--- src/rtl/prog_tick_divider.sv ---
// prog_tick_divider: NCH-channel programmable clock-enable / square-wave
// divider. A single-slot valid/ready port loads new divisors at runtime.
// Channel i may count tick[i-1] instead of clock cycles (cascade).

// One divider channel: counter, active divisor, tick and square outputs.
module prog_tick_divider_ch #(
  parameter int CW      = 27,
  parameter int DIV_RST = 500000
) (
  input  logic          i_clk,
  input  logic          i_rst_n,
  input  logic          i_en,
  input  logic          i_ev,
  input  logic          i_clr,
  input  logic          i_ld_hit,
  input  logic [CW-1:0] i_ld_div,
  output logic          o_tick,
  output logic          o_sq,
  output logic [CW-1:0] o_cnt,
  output logic          o_apply
);
  logic [CW-1:0] r_cnt, r_div;
  logic          r_tick, r_sq;
  logic [CW-1:0] w_last;
  logic          w_wrap;

  // divisors 0 and 1 both mean "wrap on every event"
  assign w_last  = (r_div > CW'(1)) ? r_div - CW'(1) : '0;
  assign w_wrap  = i_ev & (r_cnt >= w_last);
  // running channels swap divisor only at a wrap so the period never glitches;
  // frozen channels take it at once; sync_clr flushes it unconditionally
  assign o_apply = i_ld_hit & (i_clr | w_wrap | ~i_en);

  // counter / tick / square / divisor update
  always_ff @(posedge i_clk or negedge i_rst_n) begin
    if (!i_rst_n) begin
      r_cnt  <= '0;
      r_div  <= CW'(DIV_RST);
      r_tick <= 1'b0;
      r_sq   <= 1'b0;
    end else if (i_clr) begin
      r_cnt  <= '0;
      r_tick <= 1'b0;
      r_sq   <= 1'b0;
      if (i_ld_hit) r_div <= i_ld_div;
    end else if (w_wrap) begin
      r_cnt  <= '0;
      r_tick <= 1'b1;
      r_sq   <= ~r_sq;
      if (i_ld_hit) r_div <= i_ld_div;
    end else if (i_ev) begin
      r_cnt  <= r_cnt + CW'(1);
      r_tick <= 1'b0;
    end else begin
      r_tick <= 1'b0;
      // a smaller divisor landing on a frozen channel must not strand cnt above it
      if (i_ld_hit && !i_en) begin
        r_div <= i_ld_div;
        if (i_ld_div <= r_cnt) r_cnt <= '0;
      end
    end
  end

  assign o_tick = r_tick;
  assign o_sq   = r_sq;
  assign o_cnt  = r_cnt;
endmodule

module prog_tick_divider #(
  parameter int NCH     = 3,
  parameter int CW      = 27,
  parameter int DIV_RST = 500000,
  parameter int CHW     = 3
) (
  input  logic              clk100Mhz,
  input  logic              rst_n,
  input  logic [NCH-1:0]    en,
  input  logic [NCH-1:0]    cascade,
  input  logic              sync_clr,
  input  logic              ld_valid,
  output logic              ld_ready,
  input  logic [CHW-1:0]    ld_ch,
  input  logic [CW-1:0]     ld_div,
  output logic [NCH-1:0]    tick,
  output logic [NCH-1:0]    sq,
  output logic [NCH*CW-1:0] cnt
);
  typedef struct packed {
    logic [CHW-1:0] ch;
    logic [CW-1:0]  div;
  } ld_req_t;

  // bit 0 of cascade has no upstream channel
  localparam logic [NCH-1:0] CASC_MASK = ~NCH'(1);

  ld_req_t                r_sh;
  logic                   r_pend;
  logic [NCH-1:0]         w_tick, w_sq, w_ev, w_hit, w_apply, w_tick_prev, w_casc;
  logic [NCH-1:0][CW-1:0] w_cnt;
  logic                   w_acc, w_ch_ok;

  assign w_tick_prev = NCH'({w_tick, 1'b0});
  assign w_casc      = cascade & CASC_MASK;
  assign w_ev        = en & (~w_casc | w_tick_prev);

  assign ld_ready = ~r_pend & ~sync_clr;
  assign w_acc    = ld_valid & ld_ready;
  assign w_ch_ok  = {1'b0, ld_ch} < (CHW+1)'(NCH);

  // shadow slot: out-of-range channels are accepted but never held
  always_ff @(posedge clk100Mhz or negedge rst_n) begin
    if (!rst_n) begin
      r_pend <= 1'b0;
      r_sh   <= '0;
    end else if (|w_apply) begin
      r_pend <= 1'b0;
    end else if (w_acc && w_ch_ok) begin
      r_pend <= 1'b1;
      r_sh   <= '{ch: ld_ch, div: ld_div};
    end
  end

  for (genvar g = 0; g < NCH; g++) begin : g_ch
    assign w_hit[g] = r_pend & (r_sh.ch == CHW'(g));
    prog_tick_divider_ch #(.CW(CW), .DIV_RST(DIV_RST)) u_ch (
      .i_clk    (clk100Mhz),
      .i_rst_n  (rst_n),
      .i_en     (en[g]),
      .i_ev     (w_ev[g]),
      .i_clr    (sync_clr),
      .i_ld_hit (w_hit[g]),
      .i_ld_div (r_sh.div),
      .o_tick   (w_tick[g]),
      .o_sq     (w_sq[g]),
      .o_cnt    (w_cnt[g]),
      .o_apply  (w_apply[g])
    );
  end

  assign tick = w_tick;
  assign sq   = w_sq;
  assign cnt  = w_cnt;
endmodule

--- config.mk ---
export PLATFORM = sky130hd
export DESIGN_NAME = prog_tick_divider
export DESIGN_NICKNAME = d
export VERILOG_FILES = /design/src/rtl/prog_tick_divider.sv
export SDC_FILE = /design/constraint.sdc
export NUM_CORES = 1
export LEC_CHECK = 0
export CAP_MARGIN = 25
export CELL_PAD_IN_SITES_DETAIL_PLACEMENT = 1
export CELL_PAD_IN_SITES_GLOBAL_PLACEMENT = 2
export CORE_MARGIN = 4
export CORE_UTILIZATION = 37
export DETAILED_ROUTE_END_ITERATION = 10
export GPL_TIMING_DRIVEN = 0
export PLACE_DENSITY_LB_ADDON = 0.1
export SYNTH_ARGS = -nofsm -noshare
export SYNTH_HDL_FRONTEND = slang
export SYNTH_SLANG_ARGS = --single-unit
--- constraint.sdc ---
create_clock -name clk100Mhz -period 6.13 [get_ports clk100Mhz]
set_input_delay 0.613 -clock clk100Mhz [delete_from_list [all_inputs] [get_ports clk100Mhz]]
set_output_delay 0.613 -clock clk100Mhz [all_outputs]
set_load 0.005 [all_outputs]
==> flow_metrics.env <==
export IMPL_fin_tns_setup_ps=0
export IMPL_synth_area_mux_share=0.0858
export IMPL_htreeDepth=4
export IMPL_crit_path_end_kind="register"
export IMPL_die_height_um=207
export IMPL_synth_edff_count=0
export IMPL_grt_total_usage=0.253
export IMPL_p_comb_frac=0.388
export IMPL_fin_crit_ps=5700
export IMPL_viasPerCell=5.71
export IMPL_die_x_um=207
export IMPL_clock_sinks=199
export IMPL_rsz0062_at_grt="no"
export IMPL_r2r_setup_slack_ps=430
export IMPL_hpwlAfterDp_mm=40.2
export IMPL_setup_viol=0
export IMPL_drive_above_1_share=0.116
export IMPL_cts_buffers=17
export IMPL_clk_pin_slew_ps=90
export IMPL_setup_ws_ps=428
export IMPL_layout_nets=1978
export IMPL_dp_cells=2263
export IMPL_worstSetupPathType="register to register"
export IMPL_row_count=72
export IMPL_wl_per_cell_um=23.2
export IMPL_pre_cts_ws_ps=-159
export IMPL_grt_ovfl_total=0
export IMPL_p_int_mw=3.48
export IMPL_swShare=0.437
export IMPL_root_buffer="clkbuf_16"
export IMPL_ys_seq_area_frac=0.342
export IMPL_ir_drop_mv=0.249
export IMPL_grt_pass1_wl_mm=82.0
export IMPL_p_clk_frac=0.201
export IMPL_cpMaxStageDelayCell="or4_1"
export IMPL_postSynthCellCount=1617
export IMPL_clock_path_buffers=2
export IMPL_p_per_area_nw_per_um2=358
export IMPL_cp_arrival_ps=6050
export IMPL_synth_cell_types=73
export IMPL_outcome="complete, no violations"
export IMPL_max_freq_mhz=175
export IMPL_yosysWarningCount=0
export IMPL_netlist_top_cells_count="dfrtp_1, nand2_1, ha_1"
export IMPL_vias=13100
export IMPL_synth_ff_type="dfrtp_1"
export IMPL_synth_most_common_cell="dfrtp_1"
export IMPL_worstMarginPinSlew_ps=1040
export IMPL_holdCritPathClass="primary input to asynchronous set/reset pin"
export IMPL_hold_slack_ps=140
export IMPL_core_area_um2=38900
export IMPL_first_pass_iters=7
export IMPL_r2r_end="g_ch[0].u_ch.r_div[25]"
export IMPL_clk_latency_ps=470
export IMPL_n_antenna_cell=0
export IMPL_slowest_delay_ps=630
export IMPL_crit_fanout=10
export IMPL_skew_ps=20.7
export IMPL_final_antenna_net_count=0
export IMPL_fin_util=0.444
export IMPL_start_kind="register"
export IMPL_grt_max_degree=111
export IMPL_routed_wl_mm=53.3
export IMPL_synth_avg_cell_area_um2=9.05
export IMPL_cp_required_ps=6480
export IMPL_io_pins=128
export IMPL_slew_headroom=0.308
export IMPL_port_buffers=126
export IMPL_synth_compound_area_frac=0.140
export IMPL_synth_top_cell_area_share=0.304
export IMPL_synth_top_family_by_area="simple AND/OR/NAND/NOR gates"
export IMPL_grt_pass1_vias=13500
export IMPL_yosysTopAreaCell="dfrtp_1"
export IMPL_power_switching_mw=2.70
export IMPL_drv_cap=0
export IMPL_drc=0
export IMPL_instances_no_fill=2298
export IMPL_start_util=0.376
export IMPL_ys_seq_elements=199
export IMPL_power_frac_seq=0.411
export IMPL_drv_slew=0
export IMPL_antenna_found_initial=3
export IMPL_tritoncts="yes"
export IMPL_gp_congestion=0.820
export IMPL_synthArstFlopShare=1.00
export IMPL_drt_iter0_drc=677
export IMPL_synthSimpleGateAreaFrac=0.201
export IMPL_synth_area_leaders="dfrtp_1, ha_1, mux2_2"
export IMPL_final_hold_viol_count=0
export IMPL_rr_worst_depth=18
export IMPL_yosys_area_share_adder=0.146
export IMPL_p_leak_nw=7.43
export IMPL_crit_chain="or4_1, nor4b_2, and2_1, o211ai_1, or4_1, clkbuf_1, clkbuf_1, nand2_1, ha_1, a21oi_1, o21ai_0, a21oi_1, o211ai_1, a2111oi_4, nand2b_1, buf_2, buf_2, mux2_2"
export IMPL_fin_crit_sh=0.930
export IMPL_rr_startpoint="g_ch[0].u_ch.r_div[9]"
export IMPL_area_growth_pct=18.0
export IMPL_syn_num_nets=1828
export IMPL_mappedNetlistArea_um2=14600
export IMPL_die_area_um2=42800
export IMPL_synth_xor_area_frac=0.0401
==> cell usage in the layout, fill, tap and decap left out, types with 17 or more instances in the layout <==
cell             instances
nand3_1                 73
a21oi_1                102
mux2_2                 105
o221ai_1                19
a31oi_1                 20
clkbuf_16               17
nand4_1                 43
nand2_1                174
or4_1                   17
inv_1                  104
a21o_1                  31
nor3_1                  38
nor2_1                  96
clkdlybuf4s50_1        125
o211ai_1                17
xnor2_1                 21
clkbuf_1                33
xor2_1                  46
o21ai_0                 77
dfrtp_1                178
ha_1                   171
dfstp_2                 21
nor4_1                  31
==> power groups by stage <==
stage	clock (mW)	combinational, mW	sequential [mW]
2_1_floorplan	0	1.79	2.11
3_3_place_gp	0	2.27	2.55
3_5_place_dp	0	2.39	2.57
4_1_cts	1.27	2.42	2.55
5_1_grt	1.33	2.74	2.59
6_report	1.24	2.40	2.54
==> per-layer routing <==
metal,global-route usage,wire [um],vias up
li1,-,-,6194
met1,0.339,24300,6689
met2,0.439,26500,197
met3,0.0320,1600,38
met4,0.0536,937,0
met5,0,0,-
==> worst max-delay path: cells and delay by family, from the launching register on <==
family          cells  cell delay (ps)
simple gates        6             1990
compound gates      6             1470
buf+inv             4             1030
flops               1              440
mux                 1              370
fa+ha+maj           1              250
==> what timing repair did <==
action                     CTS  global route
hold buffers                 0             0
pin swaps                    0             1
setup buffers                0             2
setup endpoints to repair   10            45
resized for setup            1             6
==> how the worst max path moves through the flow <==
stage | from | endpoint | depth (start not counted)
final | g_ch[0].u_ch.r_div[9] | g_ch[0].u_ch.r_div[25] | 18
after global routing | g_ch[0].u_ch.r_div[9] | g_ch[0].u_ch.o_cnt[9] | 18
after CTS | g_ch[0].u_ch.r_div[9] | g_ch[0].u_ch.o_cnt[24] | 18
after detailed placement | g_ch[0].u_ch.r_div[9] | g_ch[0].u_ch.o_cnt[24] | 18
after global placement | rst_n | r_sh[7] | 1
after floorplan | g_ch[0].u_ch.r_div[9] | g_ch[0].u_ch.r_div[1] | 18
==> through the flow <==
stage          cell area [um2]  total power [mW]
3_3_place_gp             16500              4.82
4_1_cts                  17200              6.23
6_report                 17300              6.18
3_5_place_dp             16600              4.96
2_1_floorplan            14600              3.90
5_1_grt                  17300              6.66
==> area by class of cell <==
cell class / count / area (um2)
clock buffer: 18 / 429
buffer: 56 / 274
fill: 4548 / 21600
inverter: 104 / 390
multi-input combinational: 1258 / 9000
tap: 518 / 648
sequential: 199 / 5010
timing repair buffer: 131 / 1320
clock inverter: 14 / 201
==> kinds of logic (layout without fill, tap and decap cells) <==
logic type,Yosys count,count (layout)
adder cells (fa/ha/maj),171,171
XOR/XNOR,67,67
AO/OA/AOI/OAI,326,326
flip-flops,199,199
AND/OR/NAND/NOR,582,582
buffers and inverters,160,323
multiplexers,112,112
==> flip-flops by register name, indices dropped and copies added, names as in the netlist <==
name and flops:
r_sh 30, g_ch.u_ch.o_sq 3, r_pend 1, g_ch.u_ch.r_div 81, g_ch.u_ch.o_tick 3, g_ch.u_ch.o_cnt 81
Power figures use the tool's default switching activity.
